**src/rtl/vga_pkg.sv**
```systemverilog
// Shared VGA constants and the RGB565 -> RGB888 expansion used by the obstacle renderer.
package vga_pkg;
    localparam logic [23:0] BG_COLOR        = 24'h88CC88;
    localparam logic [15:0] TRANSPARENT_KEY = 16'hF81F;
    localparam int          SCREEN_W        = 640;
    localparam int          SCREEN_H        = 480;
    localparam int          PIPE_LAT        = 3;

    // Expand by replicating the top bits so full-scale 565 maps to full-scale 888.
    function automatic logic [23:0] rgb565_to_888(input logic [15:0] c);
        return {c[15:11], c[15:13], c[10:5], c[10:9], c[4:0], c[4:2]};
    endfunction
endpackage

```
**src/rtl/obstacle_hit_prio.sv**
```systemverilog
// Per-slot window compare plus fixed-priority select (lowest slot wins); purely combinational.
module obstacle_hit_prio #(
    parameter int NUM_OBS = 4,
    parameter int SPAN_X  = 64,
    parameter int SPAN_Y  = 64
) (
    input  logic [9:0]           hcount,
    input  logic [9:0]           vcount,
    input  logic [10*NUM_OBS-1:0] x_sh,
    input  logic [10*NUM_OBS-1:0] y_sh,
    input  logic [NUM_OBS-1:0]   valid_sh,
    output logic                 hit,
    output logic [2:0]           slot,
    output logic [9:0]           dx,
    output logic [9:0]           dy
);
    logic [NUM_OBS-1:0] slot_hit;
    logic [9:0]         dx_slot [NUM_OBS];
    logic [9:0]         dy_slot [NUM_OBS];

    generate
        for (genvar gi = 0; gi < NUM_OBS; gi++) begin : g_slot
            logic [10:0] x0;
            logic [10:0] y0;
            assign x0 = {1'b0, x_sh[10*gi +: 10]};
            assign y0 = {1'b0, y_sh[10*gi +: 10]};
            // 11-bit window ends keep sprites near 1023 from wrapping to coordinate 0.
            assign slot_hit[gi] = valid_sh[gi]
                && ({1'b0, hcount} >= x0) && ({1'b0, hcount} < x0 + 11'(SPAN_X))
                && ({1'b0, vcount} >= y0) && ({1'b0, vcount} < y0 + 11'(SPAN_Y));
            assign dx_slot[gi] = hcount - x_sh[10*gi +: 10];
            assign dy_slot[gi] = vcount - y_sh[10*gi +: 10];
        end
    endgenerate

    always_comb begin
        hit  = 1'b0;
        slot = 3'd0;
        dx   = 10'd0;
        dy   = 10'd0;
        for (int i = NUM_OBS - 1; i >= 0; i--) begin
            if (slot_hit[i]) begin
                hit  = 1'b1;
                slot = 3'(i);
                dx   = dx_slot[i];
                dy   = dy_slot[i];
            end
        end
    end
endmodule

```
**src/rtl/bitgen_obstacle_array.sv**
```systemverilog
// Three-stage multi-obstacle sprite renderer (hit/address, ROM read, colour).
// OBSTACLE_ANIM_EN enables the frame_tick-driven animation counter.
module bitgen_obstacle_array
    import vga_pkg::*;
#(
    parameter int          NUM_OBS       = 4,
    parameter int          SPRITE_WIDTH  = 32,
    parameter int          SPRITE_HEIGHT = 32,
    parameter int          SCALE_LOG2    = 1,
    parameter logic [12:0] BASE_ADDR     = 13'd4096,
    parameter int          NUM_FRAMES    = 2,
    parameter int          FRAME_DIV     = 8
) (
    input  logic                  pix_clk,
    input  logic                  rst_n,
    input  logic                  bright,
    input  logic [9:0]            hcount,
    input  logic [9:0]            vcount,
    input  logic                  frame_tick,
    input  logic [10*NUM_OBS-1:0] obs_x,
    input  logic [10*NUM_OBS-1:0] obs_y,
    input  logic [NUM_OBS-1:0]    obs_valid,
    output logic [12:0]           sprite_addr,
    input  logic [16:0]           sprite_data,
    output logic [7:0]            vga_r,
    output logic [7:0]            vga_g,
    output logic [7:0]            vga_b,
    output logic                  pixel_opaque,
    output logic [2:0]            hit_id
);
    localparam int SPAN_X = SPRITE_WIDTH << SCALE_LOG2;
    localparam int SPAN_Y = SPRITE_HEIGHT << SCALE_LOG2;

    logic [10*NUM_OBS-1:0] x_sh_q, y_sh_q;
    logic [NUM_OBS-1:0]    valid_sh_q;
    logic [12:0]           frame_base;

    // Positions only change at frame boundaries so a sprite never tears mid-frame.
    always_ff @(posedge pix_clk or negedge rst_n) begin
        if (!rst_n) begin
            x_sh_q     <= '0;
            y_sh_q     <= '0;
            valid_sh_q <= '0;
        end else if (frame_tick) begin
            x_sh_q     <= obs_x;
            y_sh_q     <= obs_y;
            valid_sh_q <= obs_valid;
        end
    end

`ifdef OBSTACLE_ANIM_EN
    localparam int DIV_W = (FRAME_DIV > 1) ? $clog2(FRAME_DIV) : 1;
    localparam int FRM_W = (NUM_FRAMES > 1) ? $clog2(NUM_FRAMES) : 1;
    logic [DIV_W-1:0] div_cnt_q;
    logic [FRM_W-1:0] anim_frame_q;

    always_ff @(posedge pix_clk or negedge rst_n) begin
        if (!rst_n) begin
            div_cnt_q    <= '0;
            anim_frame_q <= '0;
        end else if (frame_tick) begin
            if (int'(div_cnt_q) == FRAME_DIV - 1) begin
                div_cnt_q    <= '0;
                anim_frame_q <= (int'(anim_frame_q) == NUM_FRAMES - 1) ? '0 : anim_frame_q + FRM_W'(1);
            end else begin
                div_cnt_q <= div_cnt_q + DIV_W'(1);
            end
        end
    end
    assign frame_base = 13'(anim_frame_q) * 13'(SPRITE_WIDTH * SPRITE_HEIGHT);
`else
    assign frame_base = 13'd0;
`endif

    logic       hit;
    logic [2:0] slot;
    logic [9:0] dx, dy;

    obstacle_hit_prio #(
        .NUM_OBS (NUM_OBS),
        .SPAN_X  (SPAN_X),
        .SPAN_Y  (SPAN_Y)
    ) u_hit_prio (
        .hcount   (hcount),
        .vcount   (vcount),
        .x_sh     (x_sh_q),
        .y_sh     (y_sh_q),
        .valid_sh (valid_sh_q),
        .hit      (hit),
        .slot     (slot),
        .dx       (dx),
        .dy       (dy)
    );

    logic [12:0] addr_d, sprite_addr_q;
    logic        hit1_q, bright1_q, hit2_q, bright2_q;
    logic [2:0]  slot1_q, slot2_q;

    always_comb begin
        addr_d = BASE_ADDR;
        if (bright && hit)
            addr_d = BASE_ADDR + frame_base
                   + 13'(dy >> SCALE_LOG2) * 13'(SPRITE_WIDTH)
                   + 13'(dx >> SCALE_LOG2);
    end

    // Stage 1 registers the ROM address; stage 2 tracks the ROM read latency.
    always_ff @(posedge pix_clk or negedge rst_n) begin
        if (!rst_n) begin
            sprite_addr_q <= BASE_ADDR;
            hit1_q        <= 1'b0;
            slot1_q       <= 3'd0;
            bright1_q     <= 1'b0;
            hit2_q        <= 1'b0;
            slot2_q       <= 3'd0;
            bright2_q     <= 1'b0;
        end else begin
            sprite_addr_q <= addr_d;
            hit1_q        <= hit;
            slot1_q       <= slot;
            bright1_q     <= bright;
            hit2_q        <= hit1_q;
            slot2_q       <= slot1_q;
            bright2_q     <= bright1_q;
        end
    end
    assign sprite_addr = sprite_addr_q;

    logic [23:0] rgb_d, rgb_q;
    logic        opaque_d, opaque_q;
    logic [2:0]  hit_id_d, hit_id_q;
    logic        unused_bits;
    assign unused_bits = sprite_data[16];

    always_comb begin
        rgb_d    = 24'd0;
        opaque_d = 1'b0;
        hit_id_d = 3'd0;
        if (bright2_q) begin
            if (hit2_q && sprite_data[15:0] != TRANSPARENT_KEY) begin
                rgb_d    = rgb565_to_888(sprite_data[15:0]);
                opaque_d = 1'b1;
                hit_id_d = slot2_q;
            end else begin
                rgb_d = BG_COLOR;
            end
        end
    end

    always_ff @(posedge pix_clk or negedge rst_n) begin
        if (!rst_n) begin
            rgb_q    <= 24'd0;
            opaque_q <= 1'b0;
            hit_id_q <= 3'd0;
        end else begin
            rgb_q    <= rgb_d;
            opaque_q <= opaque_d;
            hit_id_q <= hit_id_d;
        end
    end

    assign vga_r        = rgb_q[23:16];
    assign vga_g        = rgb_q[15:8];
    assign vga_b        = rgb_q[7:0];
    assign pixel_opaque = opaque_q;
    assign hit_id       = hit_id_q;
endmodule

```
**config.mk**
```make
export PLATFORM = sky130hd
export DESIGN_NAME = bitgen_obstacle_array
export DESIGN_NICKNAME = d
export VERILOG_FILES = /design/src/rtl/vga_pkg.sv /design/src/rtl/obstacle_hit_prio.sv /design/src/rtl/bitgen_obstacle_array.sv
export SDC_FILE = /design/constraint.sdc
export NUM_CORES = 1
export LEC_CHECK = 0
export CAP_MARGIN = 30
export CORE_UTILIZATION = 49
export CTS_CLUSTER_SIZE = 16
export DETAILED_ROUTE_END_ITERATION = 6
export PLACE_DENSITY = 0.78
export SLEW_MARGIN = 10
export SYNTH_ARGS = -nofsm -noshare
export SYNTH_HDL_FRONTEND = slang
export SYNTH_SLANG_ARGS = --single-unit
```
**constraint.sdc**
```tcl
create_clock -name pix_clk -period 4.3 [get_ports pix_clk]
set_input_delay 0.43 -clock pix_clk [delete_from_list [all_inputs] [get_ports pix_clk]]
set_output_delay 0.43 -clock pix_clk [all_outputs]
set_load 0.02 [all_outputs]
```
==> impl_metrics.json, run 1 <==
{
  "clk_latency_ns": 0.44,
  "top_layer": "met5",
  "crit_slowest_cell": "clkdlybuf4s50_1",
  "die_h_um": 143,
  "cts_max_path_buffers": 2,
  "synth.distinct_cells": 85,
  "numCtsBuffers": 17,
  "synth_top_area_share_pct": 32.8,
  "synth_nets": 1331,
  "cts_sinks": 128,
  "critical_path_buf_inv_count": 4,
  "cp-end-kind": "register",
  "track_usage_pct": 29.1,
  "total_power_w": 0.00470,
  "synth_top_family_by_area": "compound AO/OA/AOI/OAI gates",
  "initialDrtViolationCount": 525,
  "power.leakage_nw": 6.50,
  "clk_pin_slew_ns": 0.07,
  "place_hpwl_mm": 22.1,
  "placed_cell_area_mm2": 0.0129,
  "dr.pass1.iters": 4,
  "drv_cap": 0,
  "synthXorXnorAreaFrac_pct": 6.14,
  "vdd_ir_drop_max_mv": 0.302,
  "synth_mux_area_share_pct": 1.81,
  "p_per_area_mw_per_mm2": 343,
  "yosysSeqAreaShare_pct": 33.0,
  "syn_area_mm2": 0.00970,
  "yosysWarnings": 0,
  "portBuffers": 163,
  "crit_required_ns": 4.66,
  "finalNetCount": 1666,
  "path_depth": 19,
  "clock_skew_ns": 0.0124,
  "routed_via_density": 5.46,
  "cp-start-kind": "input port",
  "maxSlewHeadroom_pct": 49.1,
  "yosysTopAreaCell": "dfrtp_1",
  "dp.cells": 1648,
  "fin_crit_sh_pct": 96.6,
  "synthSimpleGateAreaFrac_pct": 14.4,
  "wl_met1_mm": 12.4,
  "grt_pass1_vias": 9373,
  "synth_adder_area_share_pct": 17.9,
  "report.final.slew_viol_count": 0,
  "arrival_ns": 4.51,
  "htreeDepth": 4,
  "drc": 0,
  "drt_wl_total_mm": 28.3,
  "syn_inst": 1073,
  "path_delay_family": "compound AO/OA/AOI/OAI gates",
  "num_vias": 9201,
  "cp_common_cell": "a21o_1",
  "wl_met3_mm": 1.39,
  "ant_nets": 0,
  "cpPeakStageDelay_ns": 0.55,
  "design_area_mm2": 0.0137,
  "critical_path_class": "in2reg",
  "wl_per_cell_um": 16.8,
  "area_growth_pct": 41.6,
  "synth-edff-count": 0,
  "crit_start": "vcount[3]",
  "ys_ff_latch": 128,
  "postLayoutCoreUtil_pct": 70.5,
  "gp_congestion": 0.936,
  "clockRootBuffer": "clkbuf_16",
  "antenna_found_initial": 1,
  "antenna_cells": 0,
  "worstRegToRegCells": 19,
  "r2r-end": "sprite_addr[12]$_DFF_PN1_",
  "rows": 51,
  "synth.top_cells.by_area": "dfrtp_1 33%, ha_1 16%, o21ai_0 5.4%",
  "fin_hold_ws_ns": 0.344,
  "syn_area_per_cell_um2": 9.04,
  "crit_fanout": 6,
  "start_util_pct": 49.8,
  "hold_viol": 0,
  "die_x_um": 143,
  "synth_flop_cell": "dfrtp_1",
  "grt_max_degree": 86,
  "async_flop_share_pct": 100,
  "worstSetupEndpoint": "sprite_addr[12]$_DFF_PN1_",
  "rrSetupSlack_ns": 0.17,
  "clock.fmax_mhz": 241,
  "grt_first_pass_wirelength_mm": 45.8,
  "drive_gt1_share_pct": 19.6,
  "wl_met2_mm": 13.6,
  "status": "completed",
  "finalCriticalPeriod_ns": 4.15,
  "setup_viol": 0,
  "cts_tree": "built",
  "synth_compound_area_share_pct": 21.1,
  "core_mm2": 0.0195,
  "io_pins": 166,
  "holdCritPathClass": "reg2reg",
  "overflow": 0,
  "crit_chain": "clkdlybuf4s50_1 > ha_1 > a21o_1 > a211oi_1 > a211oi_1 > buf_4 > a211oi_2 > and2_4 > nor2_4 > buf_4 > a221o_1 > o211ai_1 > o21ai_1 > ha_1 > a21o_1 > a21o_1 > inv_1 > a211oi_2 > mux2i_1",
  "worst-slew-pin-transition_ns": 0.760,
  "fillerInstances": 1458,
  "instances_no_fill": 1686,
  "die-area_mm2": 0.0204,
  "r2r-start": "y_sh_q[20]$_DFFE_PN0P_"
}
cell usage in the layout, fill, tap and decap left out, types with 10 or more instances in the layout:
master	Yosys	routed
a211oi_1	19	17
mux2_2	12	12
a21oi_1	62	59
inv_1	103	101
o21a_1	13	13
clkbuf_16	0	17
clkdlybuf4s50_1	0	160
nor2b_1	10	10
nand3_1	27	26
and2_1	16	16
nand2_1	98	98
nand4_1	12	12
nor2_1	57	55
buf_4	5	183
xor2_1	26	26
ha_1	124	122
a21o_1	27	27
xnor2_1	42	41
o21ai_0	105	104
dfrtp_1	127	127
nor3_1	15	15
cell type report:
| cell class | instances | area (um^2) | area share, % |
|---|---|---|---|
| multi-input cells | 811 | 6080 | 44.3 |
| clock buffers | 18 | 439 | 3.20 |
| flip-flops and latches | 128 | 3200 | 23.3 |
| clock inverters | 14 | 262 | 1.90 |
| well taps | 265 | 332 | 2.42 |
| inverters | 103 | 387 | 2.82 |
| repair buffers | 347 | 3030 | 22.1 |
what timing repair did:
item,in CTS,in global routing
hold endpoints to repair,28,0
gates resized for setup,0,32
buffers inserted,0,5
endpoints found under the setup margin,0,5
hold buffers,1,0
synthesized netlist by cell type, types with 4 or more instances:
| cell | instances |
|---|---|
| dfrtp_1 | 127 |
| ha_1 | 124 |
| o21ai_0 | 105 |
| inv_1 | 103 |
| nand2_1 | 98 |
| a21oi_1 | 62 |
| nor2_1 | 57 |
| xnor2_1 | 42 |
| a21o_1 | 27 |
| nand3_1 | 27 |
| xor2_1 | 26 |
| a211oi_1 | 19 |
| clkbuf_1 | 18 |
| and2_1 | 16 |
| nor3_1 | 15 |
| o21a_1 | 13 |
| mux2_2 | 12 |
| nand4_1 | 12 |
| nor2b_1 | 10 |
| a221o_1 | 9 |
| fa_1 | 9 |
| o211ai_1 | 8 |
| a31oi_1 | 7 |
| and3_1 | 7 |
| nand2b_1 | 6 |
| and4_1 | 5 |
| buf_4 | 5 |
| o21bai_1 | 5 |
| a211o_1 | 4 |
| mux2i_1 | 4 |
| o21ai_1 | 4 |
| o31ai_1 | 4 |
| or2_2 | 4 |
routing by layer:
metal / up-vias / global-route usage, %
li1: 4482 / -
met5: - / 0
met1: 4361 / 36.6
met4: 2 / 12.3
met3: 66 / 4.83
met2: 290 / 49.6
worst min-delay path by stage:
| stage | startpoint | to | cells after the start |
|---|---|---|---|
| 2_1_floorplan | rst_n | bright1_q$_DFF_PN0_ | 0 |
| 3_3_place_gp | slot1_q[0]$_DFF_PN0_ | slot2_q[0]$_DFF_PN0_ | 0 |
| 3_5_place_dp | slot1_q[0]$_DFF_PN0_ | slot2_q[0]$_DFF_PN0_ | 0 |
| 4_1_cts | slot1_q[0]$_DFF_PN0_ | slot2_q[0]$_DFF_PN0_ | 0 |
| 5_1_grt | slot1_q[1]$_DFF_PN0_ | slot2_q[1]$_DFF_PN0_ | 0 |
| 6_report | hit1_q$_DFF_PN0_ | hit2_q$_DFF_PN0_ | 0 |
cells by family after synthesis:
| group | Yosys count |
|---|---|
| AO/OA/AOI/OAI | 311 |
| adder cells (fa/ha/maj) | 133 |
| flip-flops | 128 |
| XOR/XNOR | 68 |
| other | 1 |
| AND/OR/NAND/NOR | 282 |
| buffers and inverters | 134 |
| multiplexers | 16 |
per-stage QoR:
step	setup WS [ns]	setup TNS [ns]
floorplan	0.176	0
global placement	-0.372	-1.66
detailed placement	-0.379	-1.75
CTS	0.0435	0
global route	-0.0570	-0.0570
finish	0.147	0
worst reg2reg max path, cell delays in order (launching register included):
cell and delay (ns):
dfrtp_1 0.38, ha_4 0.14, inv_1 0.06, fa_2 0.41, a211oi_4 0.30, nor3_2 0.09, o31ai_2 0.33, a221oi_2 0.12
and2_4 0.20, buf_4 0.15, buf_6 0.13, a221o_1 0.37, o211ai_1 0.09, o21ai_1 0.11, ha_1 0.31, a21o_1 0.15
a21o_1 0.17, inv_1 0.06, a211oi_2 0.27, mux2i_1 0.23
registers in the layout (all words and copies together) (netlist names):
name	count
bright1_q	1
bright2_q	1
hit2_q	1
valid_sh_q	4
slot2_q	2
y_sh_q	40
rgb_q	20
pixel_opaque	1
slot1_q	2
hit_id	2
sprite_addr	13
x_sh_q	40
hit1_q	1
report_power, final:
group          internal [W]  leakage [nW]  switching [W]  total, W
registers           0.00130          1.60      0.0000491   0.00135
clock network       0.00116         0.336       0.000580   0.00174
logic              0.000796          4.56       0.000819   0.00162
total               0.00326          6.50        0.00145   0.00470
(Power assumes the default switching activity.)
==> run 2, diff against run 1 <==
--- a/config.mk
+++ b/config.mk
@@ -5,7 +5,7 @@
 export SDC_FILE = /design/constraint.sdc
 export NUM_CORES = 1
 export LEC_CHECK = 0
-export CAP_MARGIN = 30
+export CAP_MARGIN = 20
 export CORE_UTILIZATION = 49
 export CTS_CLUSTER_SIZE = 16
 export DETAILED_ROUTE_END_ITERATION = 6
==> results of run 2 <==
No change in the layout: final DEF, timing and power equal those of run 1.
==> run 3, diff against run 2 <==
--- a/config.mk
+++ b/config.mk
@@ -5,11 +5,12 @@
 export SDC_FILE = /design/constraint.sdc
 export NUM_CORES = 1
 export LEC_CHECK = 0
+export ABC_AREA = 1
 export CAP_MARGIN = 20
-export CORE_UTILIZATION = 49
+export CORE_UTILIZATION = 50
 export CTS_CLUSTER_SIZE = 16
 export DETAILED_ROUTE_END_ITERATION = 6
-export PLACE_DENSITY = 0.78
+export PLACE_DENSITY = 0.79
 export SLEW_MARGIN = 10
 export SYNTH_ARGS = -nofsm -noshare
 export SYNTH_HDL_FRONTEND = slang
==> run 3 against run 2 <==
Effect of this change:
- total power fell by 2.6%
- register-to-register slack improved by 0.32 ns
- design area fell by 3.4%
- highest routed layer is now met4
- maximum frequency rose by 5.9%
- core utilization fell by 5.4 points
- non-clock buffer count fell by 138
- first-iteration DRC count rose by 4.6%
- global-route usage fell by 2.0 points
- flip-flop and latch count did not move
- critical path type unchanged
==> impl_metrics.json, run 3 <==
{
  "synth_nets": 1644,
  "synth_common_cells": "297 x nand2_1, 198 x inv_1, 127 x dfrtp_1",
  "maxSlewHeadroom_pct": 37.3,
  "core_mm2": 0.0204,
  "fillerInstances": 1792,
  "area_growth_pct": 26.8,
  "crit_fanout": 9,
  "fin_crit_sh_pct": 91.2,
  "crit_required_ns": 4.66,
  "rows": 52,
  "wl_per_cell_um": 15.0,
  "die_h_um": 147,
  "async_flop_share_pct": 100,
  "arrival_ns": 4.28,
  "io_pins": 166,
  "ys_ff_latch": 128,
  "drt_wl_total_mm": 27.9,
  "yosysTopAreaCell": "dfrtp_1",
  "yosysMostFrequentCell": "nand2_1",
  "crit_chain": "clkdlybuf4s50_1 > ha_1 > a21oi_1 > o21ai_0 > nand2_1 > nand4_1 > nand3_4 > nand2_2 > inv_1 > a22o_2 > nand2_1 > a31oi_1 > ha_1 > fa_1 > nand3_1 > and2_0 > inv_1 > nand3_1 > nor2_2 > nand2_1 > nand2_1 > nor2_1",
  "dpl_worst_slack_ns": 0.00770,
  "syn_area_mm2": 0.0105,
  "clock_skew_ns": 0.00768,
  "multi_input_area_mm2": 0.00628,
  "p_per_area_mw_per_mm2": 346,
  "worstRegToRegCells": 24,
  "track_usage_pct": 27.2,
  "finalNetCount": 1837,
  "drc": 0,
  "grt_max_degree": 106,
  "synth.distinct_cells": 52,
  "final_cell_mix": "297 x nand2_1, 198 x inv_1, 161 x clkdlybuf4s50_1",
  "gp_congestion": 0.923,
  "cp-start-kind": "input port",
  "top_regs": "x_sh_q: 40 flops, y_sh_q: 40 flops, rgb_q: 20 flops",
  "cts_tree": "built",
  "place_hpwl_mm": 21.9,
  "vdd_ir_drop_max_mv": 0.260,
  "cp_common_cell": "nand2_1",
  "htreeDepth": 4,
  "cts_max_path_buffers": 2,
  "overflow": 0,
  "path_delay_family": "simple AND/OR/NAND/NOR gates",
  "clk_latency_ns": 0.44,
  "postLayoutCoreUtil_pct": 65.1,
  "yosysSeqAreaShare_pct": 30.6,
  "antenna_cells": 0,
  "antenna_found_initial": 0,
  "hold_viol": 0,
  "setup_viol": 0,
  "portBuffers": 163,
  "die_x_um": 147,
  "power.leakage_nw": 6.61,
  "regArea_mm2": 0.00320,
  "post-cts-setup-buffers": 0,
  "syn_area_per_cell_um2": 7.54,
  "cts_resized": 0,
  "critical_path_buf_inv_count": 3,
  "report.final.slew_viol_count": 0,
  "worst_slack_ns": 0.379,
  "drv_cap": 0,
  "clockRootBuffer": "clkbuf_16",
  "grt_first_pass_wirelength_mm": 46.2,
  "path_depth": 22,
  "synth.top_cells.by_area": "dfrtp_1 30%, ha_1 15%, nand2_1 11%",
  "num_vias": 9718,
  "worst-slew-pin-transition_ns": 0.941,
  "ant_nets": 0,
  "rsz0062_at_grt": "no",
  "initialDrtViolationCount": 549,
  "cts_sinks": 128,
  "dp.cells": 1830,
  "drive_gt1_share_pct": 8.86,
  "status": "completed",
  "clk_pin_slew_ns": 0.06,
  "layout_commonest_cell": "nand2_1",
  "cpPeakStageDelay_ns": 0.62,
  "synth-edff-count": 0,
  "fin_tns_setup_ns": 0,
  "yosysWarnings": 0,
  "die-area_mm2": 0.0215,
  "synth_flop_cell": "dfrtp_1",
  "cts_hold_buffers": 0,
  "critical_path_class": "in2reg",
  "cp-end-kind": "register",
  "grt_pass1_vias": 9445,
  "finalCriticalPeriod_ns": 3.92,
  "syn_inst": 1386,
  "dr.pass1.iters": 5,
  "routed_via_density": 5.22,
  "crit_slowest_cell": "clkdlybuf4s50_1",
  "start_util_pct": 51.3,
  "numCtsBuffers": 17,
  "holdCritPathClass": "in2async",
  "clock.fmax_mhz": 255,
  "instances_no_fill": 1862,
  "synth_top_area_share_pct": 30.4
}
[run 3: worst paths after layout]
check / startpoint / slack (ns) / to
max in group asynchronous: rst_n / 3.38 / sprite_addr[12]$_DFF_PN1_
min in group pix_clk: hit1_q$_DFF_PN0_ / 0.35 / hit2_q$_DFF_PN0_
min reg2reg: hit1_q$_DFF_PN0_ / 0.35 / hit2_q$_DFF_PN0_
min: rst_n / 0.05 / rgb_q[9]$_DFF_PN0_
max: hcount[3] / 0.38 / sprite_addr[11]$_DFF_PN0_
max reg2reg: x_sh_q[26]$_DFFE_PN0P_ / 0.49 / sprite_addr[11]$_DFF_PN0_
[run 3: cell type report]
cell class / instances / area share, %
sequential: 128 / 24.2
clock inverter: 15 / 1.66
inverter: 207 / 5.90
tap: 270 / 2.55
timing repair buffer: 209 / 15.2
multi-input combinational: 1016 / 47.4
clock buffer: 17 / 3.21
[run 3: metrics by stage]
step | hold WS [ns] | area (um^2) | power (W)
2_1_floorplan | 0.134 | 10500 | 0.00239
3_3_place_gp | 0.332 | 12600 | 0.00290
3_5_place_dp | 0.337 | 12600 | 0.00293
4_1_cts | 0.0805 | 13300 | 0.00459
5_1_grt | 0.114 | 13300 | 0.00485
6_report | 0.0455 | 13300 | 0.00458
[run 3: power breakdown]
| part | internal [W] | leakage, nW | total (W) | switching, W |
|---|---|---|---|---|
| Sequential | 0.00131 | 1.60 | 0.00136 | 0.0000576 |
| Combinational | 0.000650 | 4.70 | 0.00157 | 0.000921 |
| Clock | 0.000992 | 0.314 | 0.00165 | 0.000657 |
[run 3: logic make-up after synthesis]
group,count (synthesis),synth area share (%)
compound gates,251,13.7
flops,128,30.6
buf+inv,242,9.29
simple gates,552,22.9
xor+xnor,66,5.53
mux,13,1.39
other cells,1,0.0359
fa+ha+maj,133,16.6
[run 3: routing by layer]
metal  vias up  share of wire (%)  GRT usage, %
met5         -                  0             0
met4         0                2.4          8.23
met3        41                5.7          5.13
met2       293                 46          44.3
met1      4459                 46          36.5
li1       4925                  -             -
